===== src/rtl/instr_fetch_ctrl_if.sv =====
// -----------------------------------------------------------------------------
// instr_fetch_ctrl_if
// Bus bundle between the fetch sequencer, the instruction memory and decode.
//   imem_addr / imem_data          : word address out, combinational read data in
//   redirect_valid / redirect_pc   : one-cycle PC redirect pulse and its target
//   inst_valid / inst_ready        : handshake of the fetch queue head to decode
//   inst_data / inst_pc            : queue head instruction and its address
// master : the fetch sequencer side
// slave  : the memory / decode / branch-unit side
// -----------------------------------------------------------------------------
interface instr_fetch_ctrl_if #(
  parameter int size = 32
);
  logic [size-1:0] imem_addr;
  logic [size-1:0] imem_data;
  logic            redirect_valid;
  logic [size-1:0] redirect_pc;
  logic            inst_valid;
  logic [size-1:0] inst_data;
  logic [size-1:0] inst_pc;
  logic            inst_ready;

  modport master (
    output imem_addr,
    input  imem_data,
    input  redirect_valid,
    input  redirect_pc,
    output inst_valid,
    output inst_data,
    output inst_pc,
    input  inst_ready
  );

  modport slave (
    input  imem_addr,
    output imem_data,
    output redirect_valid,
    output redirect_pc,
    input  inst_valid,
    input  inst_data,
    input  inst_pc,
    output inst_ready
  );
endinterface


===== src/rtl/instr_fetch_ctrl.sv =====
// -----------------------------------------------------------------------------
// instr_fetch_ctrl
// Instruction-fetch sequencer: owns the PC, reads the combinational instruction
// memory and feeds a 2-entry queue towards decode. Handles redirects, halt-word
// detection and out-of-range faults.
// Ports:
//   clka    : clock, rising edge
//   rsta    : asynchronous active-low reset
//   run     : level, starts fetching when seen in IDLE
//   halted  : halt word reached and queue drained
//   fault   : PC left the memory range, sticky until reset
//   bus     : memory / redirect / decode handshake bundle (master side)
//
// state  | meaning
// -------+-------------------------------------------------------------
// IDLE   | waiting for run; redirect only loads the pc
// FETCH  | one word per cycle into the queue while there is space
// DRAIN  | halt word seen; decode empties the queue
// HALT   | halted=1, left only by reset
// FAULT  | fault=1, queue flushed, left only by reset
// -----------------------------------------------------------------------------
module instr_fetch_ctrl #(
  parameter int              size      = 32,
  parameter int              MemSize   = 128,
  parameter logic [size-1:0] RESET_PC  = '0,
  parameter logic [size-1:0] HALT_WORD = '1
) (
  input  logic               clka,
  input  logic               rsta,
  input  logic               run,
  output logic               halted,
  output logic               fault,
  instr_fetch_ctrl_if.master bus
);

  localparam logic [2:0] ST_IDLE  = 3'd0;
  localparam logic [2:0] ST_FETCH = 3'd1;
  localparam logic [2:0] ST_DRAIN = 3'd2;
  localparam logic [2:0] ST_HALT  = 3'd3;
  localparam logic [2:0] ST_FAULT = 3'd4;

  localparam logic [size-1:0] MEM_LIMIT = size'(MemSize);

  logic [2:0]      state_q, state_d;
  logic [size-1:0] pc_q, pc_d;
  logic [1:0]      cnt_q, cnt_d;
  logic [size-1:0] e0_data_q, e0_data_d, e0_pc_q, e0_pc_d;
  logic [size-1:0] e1_data_q, e1_data_d, e1_pc_q, e1_pc_d;
  logic            valid_q, valid_d;
  logic            halted_q, halted_d;
  logic            fault_q, fault_d;

  logic pop, push, flush, space;

  always_comb begin
    state_d = state_q;
    pc_d    = pc_q;
    push    = 1'b0;
    flush   = 1'b0;
    pop     = valid_q && bus.inst_ready;
    // A full queue still accepts a word when its head leaves this cycle.
    space   = (cnt_q != 2'd2) || pop;

    case (state_q)
      ST_IDLE: begin
        if (bus.redirect_valid) pc_d = bus.redirect_pc;
        if (run) state_d = ST_FETCH;
      end
      ST_FETCH: begin
        if (bus.redirect_valid) begin
          flush = 1'b1;
          pc_d  = bus.redirect_pc;
        end else if (pc_q >= MEM_LIMIT) begin
          flush   = 1'b1;
          state_d = ST_FAULT;
        end else if (bus.imem_data == HALT_WORD) begin
          state_d = ST_DRAIN;
        end else if (space) begin
          push = 1'b1;
          pc_d = pc_q + 1'b1;
        end
      end
      ST_DRAIN: begin
        if (bus.redirect_valid) begin
          flush   = 1'b1;
          pc_d    = bus.redirect_pc;
          state_d = ST_FETCH;
        end else if (cnt_q == 2'd0) begin
          state_d = ST_HALT;
        end
      end
      ST_HALT: begin
      end
      ST_FAULT: begin
        flush = 1'b1;
      end
      default: begin
        flush   = 1'b1;
        state_d = ST_IDLE;
      end
    endcase
  end

  // Queue update: pop shifts the tail into the head and zeroes the vacated
  // slot, so an empty queue always presents zeros on inst_data/inst_pc.
  always_comb begin
    e0_data_d = e0_data_q;
    e0_pc_d   = e0_pc_q;
    e1_data_d = e1_data_q;
    e1_pc_d   = e1_pc_q;
    cnt_d     = cnt_q;

    if (pop) begin
      e0_data_d = e1_data_q;
      e0_pc_d   = e1_pc_q;
      e1_data_d = '0;
      e1_pc_d   = '0;
      cnt_d     = cnt_q - 2'd1;
    end

    if (push) begin
      if (cnt_d == 2'd0) begin
        e0_data_d = bus.imem_data;
        e0_pc_d   = pc_q;
      end else begin
        e1_data_d = bus.imem_data;
        e1_pc_d   = pc_q;
      end
      cnt_d = cnt_d + 2'd1;
    end

    if (flush) begin
      e0_data_d = '0;
      e0_pc_d   = '0;
      e1_data_d = '0;
      e1_pc_d   = '0;
      cnt_d     = 2'd0;
    end

    valid_d  = (cnt_d != 2'd0);
    halted_d = (state_d == ST_HALT);
    fault_d  = (state_d == ST_FAULT);
  end

  always_ff @(posedge clka or negedge rsta) begin
    if (!rsta) begin
      state_q   <= ST_IDLE;
      pc_q      <= RESET_PC;
      cnt_q     <= 2'd0;
      e0_data_q <= '0;
      e0_pc_q   <= '0;
      e1_data_q <= '0;
      e1_pc_q   <= '0;
      valid_q   <= 1'b0;
      halted_q  <= 1'b0;
      fault_q   <= 1'b0;
    end else begin
      state_q   <= state_d;
      pc_q      <= pc_d;
      cnt_q     <= cnt_d;
      e0_data_q <= e0_data_d;
      e0_pc_q   <= e0_pc_d;
      e1_data_q <= e1_data_d;
      e1_pc_q   <= e1_pc_d;
      valid_q   <= valid_d;
      halted_q  <= halted_d;
      fault_q   <= fault_d;
    end
  end

  assign bus.imem_addr  = pc_q;
  assign bus.inst_valid = valid_q;
  assign bus.inst_data  = e0_data_q;
  assign bus.inst_pc    = e0_pc_q;
  assign halted         = halted_q;
  assign fault          = fault_q;

endmodule

===== src/flat_wrapper.sv =====
// flat-port wrapper written by rule: the top's interface ports become plain ports
module instr_fetch_ctrl_flat 
#(
  parameter int              size      = 32,
  parameter int              MemSize   = 128,
  parameter logic [size-1:0] RESET_PC  = '0,
  parameter logic [size-1:0] HALT_WORD = '1
)
  (clka, rsta, run, halted, fault, bus_imem_addr, bus_imem_data, bus_redirect_valid, bus_redirect_pc, bus_inst_valid, bus_inst_data, bus_inst_pc, bus_inst_ready);
  instr_fetch_ctrl_if #(.size(size)) bus_i ();
  input  logic clka;
  input  logic rsta;
  input  logic run;
  output logic halted;
  output logic fault;
  output wire logic [$bits(bus_i.imem_addr)-1:0] bus_imem_addr;
  input wire logic [$bits(bus_i.imem_data)-1:0] bus_imem_data;
  input wire logic [$bits(bus_i.redirect_valid)-1:0] bus_redirect_valid;
  input wire logic [$bits(bus_i.redirect_pc)-1:0] bus_redirect_pc;
  output wire logic [$bits(bus_i.inst_valid)-1:0] bus_inst_valid;
  output wire logic [$bits(bus_i.inst_data)-1:0] bus_inst_data;
  output wire logic [$bits(bus_i.inst_pc)-1:0] bus_inst_pc;
  input wire logic [$bits(bus_i.inst_ready)-1:0] bus_inst_ready;
  assign bus_imem_addr = bus_i.imem_addr;
  assign bus_i.imem_data = bus_imem_data;
  assign bus_i.redirect_valid = bus_redirect_valid;
  assign bus_i.redirect_pc = bus_redirect_pc;
  assign bus_inst_valid = bus_i.inst_valid;
  assign bus_inst_data = bus_i.inst_data;
  assign bus_inst_pc = bus_i.inst_pc;
  assign bus_i.inst_ready = bus_inst_ready;
  instr_fetch_ctrl #(.size(size), .MemSize(MemSize), .RESET_PC(RESET_PC), .HALT_WORD(HALT_WORD)) u_core (.clka(clka), .rsta(rsta), .run(run), .halted(halted), .fault(fault), .bus(bus_i));
endmodule

===== config.mk =====
export PLATFORM = sky130hd
export DESIGN_NAME = instr_fetch_ctrl_flat
export DESIGN_NICKNAME = d
export VERILOG_FILES = /design/src/rtl/instr_fetch_ctrl_if.sv /design/src/rtl/instr_fetch_ctrl.sv /design/src/flat_wrapper.sv
export SDC_FILE = /design/constraint.sdc
export NUM_CORES = 1
export LEC_CHECK = 0
export BUFFER_PORTS_ARGS = -buffer_cell sky130_fd_sc_hd__buf_2
export CORE_MARGIN = 3
export CORE_UTILIZATION = 30
export DETAILED_ROUTE_END_ITERATION = 12
export GPL_ROUTABILITY_DRIVEN = 0
export GPL_TIMING_DRIVEN = 0
export PLACE_DENSITY = 0.49
export SLEW_MARGIN = 20
export SYNTH_ARGS = -nofsm -noshare
export SYNTH_HDL_FRONTEND = slang
export SYNTH_SLANG_ARGS = --single-unit

===== constraint.sdc =====
create_clock -name clka -period 2.2 [get_ports clka]
set_clock_uncertainty 0.1 [all_clocks]
set_input_delay 0.11 -clock clka [delete_from_list [all_inputs] [get_ports clka]]
set_output_delay 0.11 -clock clka [all_outputs]
set_load 0.05 [all_outputs]

==> run summary, run 1 <==
status -> completed
Die Area -> 31100 um^2
max cap viols -> 0
Vias/cell -> 5.19
total power -> 11.9 mW
relative slew slack -> 0.484
reg-to-reg slack, setup -> 5 ps
placement row count -> 61
HP Class -> primary input to register
crit-path max FO -> 10
wirelength, routed -> 29500 um
Synth top area share -> 0.483
port bufs -> 166
first-pass GRT wire length -> 45400 um
Leak Pwr -> 5.67 nW
Mapped Nets -> 937
largest area contributor in the netlist -> dfrtp_1
mapped cell area -> 8700 um^2
# diodes -> 0
Synth Instances -> 863
post-synthesis average cell area -> 10.1 um^2
Max Slew Vio Count -> 0
layout cells sized above 1 -> 0.397
Final setup viols -> 0
Synth area leaders -> dfrtp_1, mux2i_1, a211oi_2
Synth Register Bits -> 168
period utilization -> 0.998
sequential area share after synthesis -> 0.483
via count -> 7965
clock root buffer -> clkbuf_16
Reg clk slew, reported paths -> 70 ps
hpwl dp -> 19500 um
largest net degree at the start of global routing -> 90
initial core utilization -> 0.309
Avg WL per Cell -> 19.2 um
ys flop type -> dfrtp_1
gr ovfl total -> 0
Final Critical Period -> 2200 ps
Design Area, Final -> 12500 um^2
DRC Markers -> 0
CP Launch Type -> register
vias in the first global route -> 7889
Slowest cell on crit path -> dfrtp_2
critical path, cell by cell -> nor4_4, nand4_1, buf_4, o31ai_4, o21ai_4, clkbuf_16, buf_12, nor3_2
H-tree levels -> 4
Clock Path Buffers -> 2
hold_ws -> 4.48 ps
Worst path max stage delay -> 450 ps
Core Footprint -> 28200 um^2
kind of critical path -> register to register
Critical Path RT -> 2450 ps
total track usage -> 0.185
commonest non-fill, non-tap cell in the layout -> buf_2
final hold vios -> 0
number of synthesized flops with an enable pin -> 0
asr flop ratio synth -> 1.00
buffers and inverters on the worst path -> 3
most frequent cells in the layout -> buf_2, dfrtp_1, mux2i_1, nor3_1, dlygate4sd3_1
pwr dens -> 949 nW/um^2
fmax -> 0.456 GHz
CTS tree -> built
crit-path leading delay family -> simple AND/OR/NAND/NOR gates
TritonCTS buffer count -> 17
Netlist cell types -> 62
Worst EP arrival -> 2440 ps
clock sinks -> 168
number of routed nets with antenna violations -> 0
setup TNS -> 0 ps
initial antenna violation count -> 1
Final nets -> 1218
DP Area -> 10100 um^2
Area growth syn-to-layout -> 43.5%
drt initial violations -> 520
Worst-Skew Late Latency -> 440 ps
worst-margin pin slew -> 767 ps
Yosys Warn Count -> 0
drt first pass iters -> 5
die extent in x -> 176 um
worst vdd ir -> 0.625 mV
die span in y -> 176 um
CP Capture Type -> register
io pins -> 168
RSZ-0062 raised after global routing -> yes
==> cells in the mapped netlist (3+ instances only) <==
master     instances
buf_4              8
buf_2             24
nor2_1            30
nor4_2             5
o2bb2ai_1          3
nand3_1           52
and3_1             5
o211ai_1           9
mux2i_1           66
nor3_2            20
and2_1            41
clkbuf_1          38
o221ai_1           3
nor4_1             4
a211oi_1           6
a31oi_1           11
o21ai_1            7
o22ai_1            6
a21oi_1           58
o32ai_1            5
dfrtp_1          168
nand2_1           23
inv_1             37
nor3_1            80
nand4_1           20
ha_1               5
a41oi_1            5
buf_6              7
a211oi_2          36
o21ai_0           43
o22a_1             4
==> metal layers <==
metal,GRT usage,share of wire,vias to the layer above,routed length (um)
met5,0,0.00024,-,7
met4,0.0373,0.0088,2,260
met3,0.0357,0.056,23,1650
met2,0.296,0.47,245,14000
met1,0.261,0.46,3970,13600
li1,-,-,3725,-
==> kinds of logic after synthesis <==
kind of cell / synth area share
adders and majority gates: 0.00719
AOI/OAI and AO/OA: 0.178
DFF: 0.483
buffers and inverters: 0.0625
xor gates and xnor gates: 0.00101
muxes: 0.0772
and+or+nand+nor: 0.191
==> cell type report <==
cell class | instances | area [um^2]
fillers | 2747 | 15700
multi-input cells | 580 | 4530
flip-flops and latches | 168 | 4210
repair buffers | 266 | 1920
plain buffers | 74 | 634
well taps | 378 | 473
clock buffers | 18 | 429
clock inverters | 14 | 146
inverters | 37 | 139
==> repair_timing <==
| item | 4_1_cts | 5_1_grt |
|---|---|---|
| hold buffers | 64 | 0 |
| resized for setup | 69 | 184 |
| setup buffers | 18 | 15 |
| endpoints found under the setup margin | 158 | 156 |
| endpoints found under the hold margin | 168 | 0 |
| gates cloned | 1 | 3 |
| pin swaps | 12 | 27 |
==> registers in the layout (all words and copies together) (netlist names) <==
signal / count
u_core.bus.inst_data: 32
u_core.e1_data_q: 32
u_core.bus.inst_valid: 1
u_core.cnt_q: 2
u_core.halted: 1
u_core.bus.inst_pc: 32
u_core.e1_pc_q: 32
u_core.state_q: 3
u_core.fault: 1
u_core.bus.imem_addr: 32
==> metrics by stage <==
| stage | utilization | cells | setup WS (ps) |
|---|---|---|---|
| 6_report | 0.443 | 1535 | 4.79 |
| 3_5_place_dp | 0.357 | 1408 | -498 |
| 3_3_place_gp | 0.356 | 1407 | -2410 |
| 5_1_grt | 0.443 | 1535 | -93.7 |
| 2_1_floorplan | - | 863 | 1.19 |
| 4_1_cts | 0.416 | 1522 | 0.328 |
==> path summary, 6_finish.rpt <==
| check | startpoint | to | cells after the start |
|---|---|---|---|
| max reg2reg | u_core.bus.imem_addr[24] | u_core.e1_pc_q[24] | 8 |
| max in group asynchronous | rsta | u_core.bus.inst_valid | 3 |
| min in group asynchronous | rsta | u_core.bus.inst_data[26] | 2 |
| min | bus_imem_data[2] | u_core.bus.inst_data[2] | 3 |
| max | u_core.bus.imem_addr[24] | u_core.e1_pc_q[24] | 8 |
| min reg2reg | u_core.e1_pc_q[31] | u_core.e1_pc_q[31] | 2 |
==> where the power goes <==
| part | internal, mW | leakage [nW] | total (mW) | switching, mW |
|---|---|---|---|---|
| Sequential | 3.38 | 2.24 | 3.91 | 0.532 |
| Combinational | 1.51 | 3.15 | 4.93 | 3.42 |
| Clock | 1.68 | 0.277 | 3.01 | 1.33 |
==> worst min-delay path, stage by stage <==
cell,delay [ps]
buf_2,120
nor3_1,70
a211oi_2,180
No activity file was read; power rests on OpenSTA's default activity.
==> inputs of run 2 (changes only) <==
ABC_AREA = 1   (was not set)
==> run summary, run 2 <==
Avg WL per Cell -> 15.2 um (-21%)
max cap viols -> 0 (unchanged)
Worst EP arrival -> 2410 ps (-30 ps)
Max Slew Vio Count -> 0 (unchanged)
final hold vios -> 0 (unchanged)
asr flop ratio synth -> 1.00 (unchanged)
Final nets -> 1774 (+46%)
H-tree levels -> 4 (unchanged)
port bufs -> 167 (+0.60%)
fmax -> 0.465 GHz (+2.0%)
drt first pass iters -> 4 (-1)
total power -> 12.2 mW (+2.7%)
Placed Instances -> 1949 (+38%)
Leak Pwr -> 7.18 nW (+27%)
post-synthesis average cell area -> 6.69 um^2 (-34%)
clock sinks -> 168 (unchanged)
largest area contributor in the netlist -> dfrtp_1
HP Class -> primary input to register
worst vdd ir -> 0.676 mV (+8.0%)
Netlist cell types -> 34 (-45%)
CTS tree -> built
status -> completed
clock root buffer -> clkbuf_16
DRC Markers -> 0 (unchanged)
fin cells -> 2104 (+37%)
Die Area -> 33100 um^2 (+6.6%)
initial antenna violation count -> 1 (unchanged)
crit-path max FO -> 8 (-2)
Synth top area share -> 0.452 (-0.0310)
sequential area share after synthesis -> 0.452 (-0.0310)
Slowest cell on crit path -> dfrtp_2
most frequent cells in the layout -> nand2_1, nor2_1, buf_2, dfrtp_1, inv_1
Reg clk slew, reported paths -> 70 ps (about the same)
Final Critical Period -> 2150 ps (-42.4 ps)
Synth area leaders -> dfrtp_1, nand2_1, nor2_1
Most common cell on crit path -> nor2_1
drt initial violations -> 699 (+34%)
total track usage -> 0.188 (+0.00357)
area share of fa/ha/maj cells after synthesis -> 0.00673 (-0.000461)
filler cell count in the final layout -> 3165 (+15%)
CP Launch Type -> register
die extent in x -> 182 um (+3.3%)
placement row count -> 63 (+3.3%)
CP Capture Type -> register
RSZ-0062 raised after global routing -> yes
layout cells sized above 1 -> 0.216 (-0.181)
die span in y -> 182 um (+3.3%)
kind of critical path -> register to register
via count -> 9479 (+19%)
mapped cell area -> 9300 um^2 (+6.9%)
most frequent cell after synthesis -> nand2_1
hold_ws -> 69.1 ps (+64.6 ps)
Synth Area in Simple Gates -> 0.410 (+0.218)
XOR/XNOR share of the synthesized area -> 0.00753 (+0.00653)
relative slew slack -> 0.524 (+0.0394)
vias in the first global route -> 8947 (+13%)
Clock Path Buffers -> 2 (unchanged)
ys flop type -> dfrtp_1
critical path, cell by cell -> nor2_1, nand2_1, nor2_1, nand2_2, nor2_4, buf_6, nand2_2, a21oi_4, buf_12, buf_8, nand2_1, nor2_1
wirelength, routed -> 31900 um (+8.2%)
Vias/cell -> 4.51 (-13%)
Core Footprint -> 30100 um^2 (+6.9%)
number of routed nets with antenna violations -> 0 (unchanged)
period utilization -> 0.979 (-0.0193)
Synth Area in Compound Gates -> 0.0322 (-0.146)
leading cell types by count after synthesis -> nand2_1, nor2_1, dfrtp_1, inv_1, nand3_1
Yosys Warn Count -> 0 (unchanged)
Critical Path RT -> 2460 ps (about the same)
commonest non-fill, non-tap cell in the layout -> nand2_1
setup TNS -> 0 ps (unchanged)
Synth Register Bits -> 168 (unchanged)
gr ovfl total -> 0 (unchanged)
number of synthesized flops with an enable pin -> 0 (unchanged)
hpwl dp -> 22100 um (+13%)
Worst-Skew Late Latency -> 430 ps (about the same)
TritonCTS buffer count -> 17 (unchanged)
Area growth syn-to-layout -> 38.1%
initial core utilization -> 0.309 (about the same)
Mapped Nets -> 1464 (+56%)
post-synthesis mux area share -> 0.00431 (-0.0729)
first-pass GRT wire length -> 49800 um (+9.5%)
Worst path max stage delay -> 450 ps (about the same)
largest net degree at the start of global routing -> 64 (-29%)
Final setup viols -> 0 (unchanged)
io pins -> 168 (unchanged)
worst-margin pin slew -> 714 ps (-52.8 ps)
pwr dens -> 948 nW/um^2 (about the same)
main combinational cell family by area after synthesis -> simple AND/OR/NAND/NOR gates
Synth Instances -> 1390 (+61%)
## run 2: cell types whose count changed after synthesis, sizes merged, moves of 15 or more
cell / before / now
buf: 40 / 25
a21oi: 58 / 7
nor2: 32 / 219
and2: 41 / 0
a211oi: 42 / 1
o21ai: 52 / 31
nand3: 53 / 82
mux2i: 66 / 4
nand2: 25 / 621
nor3: 100 / 5
inv: 37 / 136
## run 2: cell type report
class	count	area, um^2	area share
tap	390	488	0.0380
multi-input combinational	1022	4420	0.344
antenna	1	2.50	0.000195
clock buffer	17	425	0.0331
buffer	64	502	0.0391
clock inverter	15	161	0.0126
timing repair buffer	291	2100	0.164
sequential	168	4230	0.329
inverter	136	513	0.0400
## run 2: kinds of logic after synthesis
kind of cell	count (synthesis)
flip-flops	168
buffers and inverters	200
multiplexers	4
AND/OR/NAND/NOR	956
adder cells (fa/ha/maj)	5
AO/OA/AOI/OAI	49
XOR/XNOR	8
## run 2: final timing paths
kind	startpoint	end	slack, ps	cells after the start
max	u_core.bus.imem_addr[16]	u_core.bus.inst_pc[0]	50	12
min	bus_redirect_valid	u_core.state_q[1]	70	4
max reg2reg	u_core.bus.imem_addr[16]	u_core.bus.inst_pc[0]	50	12
min reg2reg	u_core.e1_pc_q[25]	u_core.e1_pc_q[25]	420	2
max in group asynchronous	rsta	u_core.bus.imem_addr[21]	900	4
min in group asynchronous	rsta	u_core.bus.inst_data[13]	80	2
## run 2: report_power, final
| group | internal [mW] | total [mW] | switching [mW] |
|---|---|---|---|
| clock | 1.61 | 3.08 | 1.47 |
| sequential | 3.42 | 3.89 | 0.469 |
| combinational | 1.77 | 5.21 | 3.43 |
| total | 6.81 | 12.2 | 5.37 |
## run 2: critical path, delay by kind of cell, from the launching register on
family / cells / cell delay, ps
AND/OR/NAND/NOR: 8 / 760
AO/OA/AOI/OAI: 1 / 270
buffers and inverters: 3 / 470
flip-flops: 1 / 450
## run 2: what timing repair did
item / CTS / global route
gates resized for setup: 54 / 98
pin swaps: 6 / 21
hold endpoints to repair: 203 / 0
buffers inserted: 17 / 33
hold buffers: 66 / 0
setup endpoints to repair: 161 / 163
cloned: 1 / 5
## run 2: stage by stage
step	utilization	instance area, um^2	setup WS [ps]
2_1_floorplan	-	9310	17.4
3_3_place_gp	0.353	10600	-2470
3_5_place_dp	0.355	10700	-519
4_1_cts	0.407	12200	7.29
5_1_grt	0.426	12800	-42.9
6_report	0.426	12800	47.2
## run 2: layer usage
layer | part of all wire | up-vias | GRT usage
li1 | - | 4840 | -
met1 | 0.47 | 4416 | 0.259
met2 | 0.47 | 209 | 0.311
met3 | 0.054 | 14 | 0.0399
met4 | 0.0063 | 0 | 0.0320
met5 | 0 | - | 0
==> inputs of run 3 (changes only) <==
SETUP_SLACK_MARGIN = 0.5   (was not set)
==> run summary, run 3 (synthesis gave the netlist of run 2 again) <==
kind of critical path -> register to register
H-tree levels -> 4 (unchanged)
initial core utilization -> 0.309 (unchanged)
hold_ws -> 10.6 ps (-58.5 ps)
fmax -> 0.453 GHz (-2.5%)
setup TNS -> -7.49 ps (-7.49 ps)
TritonCTS buffer count -> 17 (unchanged)
port bufs -> 167 (unchanged)
Net Sw Frac -> 0.431 (-0.00975)
io pins -> 168 (unchanged)
CP Launch Point -> u_core.bus.imem_addr[9]
Design Area, Final -> 14500 um^2 (+13%)
crit-path max FO -> 11 (+3)
wirelength, routed -> 34400 um (+7.7%)
capturing point of the worst reg2reg path -> u_core.e1_data_q[8]
sequential power share -> 0.275 (-0.045)
period utilization -> 1.00 (+0.0248)
clock root buffer -> clkbuf_16
final hold vios -> 0 (unchanged)
fin cells -> 2137 (+1.6%)
Max Slew Vio Count -> 0 (unchanged)
Die Area -> 33100 um^2 (unchanged)
worst vdd ir -> 0.691 mV (+2.2%)
Final nets -> 1809 (+2.0%)
total track usage -> 0.198 (+0.00961)
placement row count -> 63 (unchanged)
Final Critical Period -> 2210 ps (+54.6 ps)
reg-to-reg slack, setup -> -7 ps (-50 ps)
Critical Path RT -> 2460 ps (about the same)
Worst-Skew Late Latency -> 430 ps (about the same)
final core occ -> 0.482 (+0.0558)
Clock Path Buffers -> 2 (unchanged)
Vias/cell -> 4.67 (+3.6%)
drt first pass iters -> 5 (+1)
Hold Path Stages -> 4 (unchanged)
Setup WS pre-CTS -> -190 ps (+329 ps)
largest net degree at the start of global routing -> 89 (+39%)
CP Capture Type -> register
commonest non-fill, non-tap cell in the layout -> nand2_1
switching power -> 5.95 mW (+11%)
clock power share -> 0.217 (-0.036)
CTS tree -> built
status -> finished, violations left
Avg WL per Cell -> 16.1 um (+6.0%)
gr ovfl total -> 0 (unchanged)
Placed Instances -> 1948 (-0.051%)
total power -> 13.8 mW (+13%)
Leak Pwr -> 7.66 nW (+6.7%)
P_int -> 7.85 mW (+15%)
Comb power frac -> 0.508 (+0.080)
number of routed nets with antenna violations -> 0 (unchanged)
Worst R2R Path Depth -> 13 (+1)
pwr dens -> 951 nW/um^2 (+0.29%)
DP Area -> 11100 um^2 (+3.3%)
r2r startpoint -> u_core.bus.imem_addr[9]
Core Footprint -> 30100 um^2 (unchanged)
initial antenna violation count -> 0 (-1)
drt initial violations -> 610 (-13%)
vias in the first global route -> 9461 (+5.7%)
die extent in x -> 182 um (unchanged)
HP Class -> primary input to register
Worst EP arrival -> 2460 ps (+50 ps)
DRC Markers -> 0 (unchanged)
CP Launch Type -> register
worst-margin pin slew -> 730 ps (+16.1 ps)
RSZ-0062 raised after global routing -> yes
clock sinks -> 168 (unchanged)
violated checks -> negative setup slack
layout cells sized above 1 -> 0.348 (+0.132)
die span in y -> 182 um (unchanged)
Reg clk slew, reported paths -> 70 ps (about the same)
hpwl dp -> 21900 um (-0.95%)
most frequent cells in the layout -> nand2_1, buf_2, nor2_1, dfrtp_1, inv_1
relative slew slack -> 0.513 (-0.0108)
# diodes -> 0 (-1)
max cap viols -> 0 (unchanged)
PnR worst setup slack -> -7.49 ps (-54.6 ps)
first-pass GRT wire length -> 52500 um (+5.5%)
via count -> 9974 (+5.2%)
crit path capture -> u_core.e1_data_q[8]
Area growth syn-to-layout -> 56.1%
Final setup viols -> 1 (+1)
[run 3: cell types whose count changed in the layout (fill, tap and decap cells not counted), moves of 14 or more]
cell and delta:
nor2_1 -61, nand2_4 +27, clkbuf_16 +14, nor2_2 +49
inv_1 -18, inv_2 +15, nand2_2 +44, nand3_2 +18
buf_12 +15, nand2_1 -71, o21ai_0 -14, nand3_1 -25
[run 3: repair_timing]
| action | in CTS | in global routing |
|---|---|---|
| hold endpoints to repair | 178 | 0 |
| resized for setup | 87 | 271 |
| cloned | 10 | 13 |
| hold buffers | 66 | 0 |
| setup buffers | 38 | 31 |
| setup endpoints to repair | 165 | 168 |
| pin swaps | 15 | 96 |
[run 3: how the worst min path moves through the flow]
stage | start | end | slack (ps)
after floorplan | rsta | u_core.bus.imem_addr[0] | -290
after global placement | bus_imem_data[19] | u_core.bus.inst_data[19] | 280
after detailed placement | rsta | u_core.bus.inst_data[20] | 70
after CTS | bus_redirect_valid | u_core.state_q[1] | 40
after global routing | bus_redirect_valid | u_core.halted | 30
final | bus_redirect_valid | u_core.halted | 10
[run 3: power groups by stage]
stage	Combinational, mW	Sequential, mW	Clock, mW
floorplan	2.22	4.86	0
detailed placement	4.46	4.02	0
global route	7.54	3.84	3.17
global placement	4.43	4.01	0
CTS	5.76	3.82	3.06
finish	7.01	3.80	2.99
[run 3: final cells by class]
cell class | instances | area (um^2)
multi-input cells | 1024 | 5250
flip-flops and latches | 168 | 4240
repair buffers | 324 | 2650
fillers | 3023 | 15600
inverters | 136 | 536
clock inverters | 14 | 140
plain buffers | 64 | 783
well taps | 390 | 488
clock buffers | 17 | 425
[run 3: worst max-delay path: stages (launching register included)]
cell and delay [ps]:
dfrtp_2 440, nor2_1 140, nand2_1 70, nor2_1 110
nand2_1 100, nor2_4 170, buf_8 150, nand2_4 50
a21oi_4 140, buf_12 140, buf_12 150, inv_16 60
clkbuf_16 170, nor2_2 120
[run 3: routing by layer]
| metal | up-vias | GRT usage | routed length, um |
|---|---|---|---|
| met5 | - | 0 | 0 |
| met4 | 0 | 0.0405 | 518 |
| met3 | 26 | 0.0357 | 1710 |
| met2 | 263 | 0.320 | 16300 |
| met1 | 4763 | 0.279 | 15900 |
| li1 | 4922 | - | - |
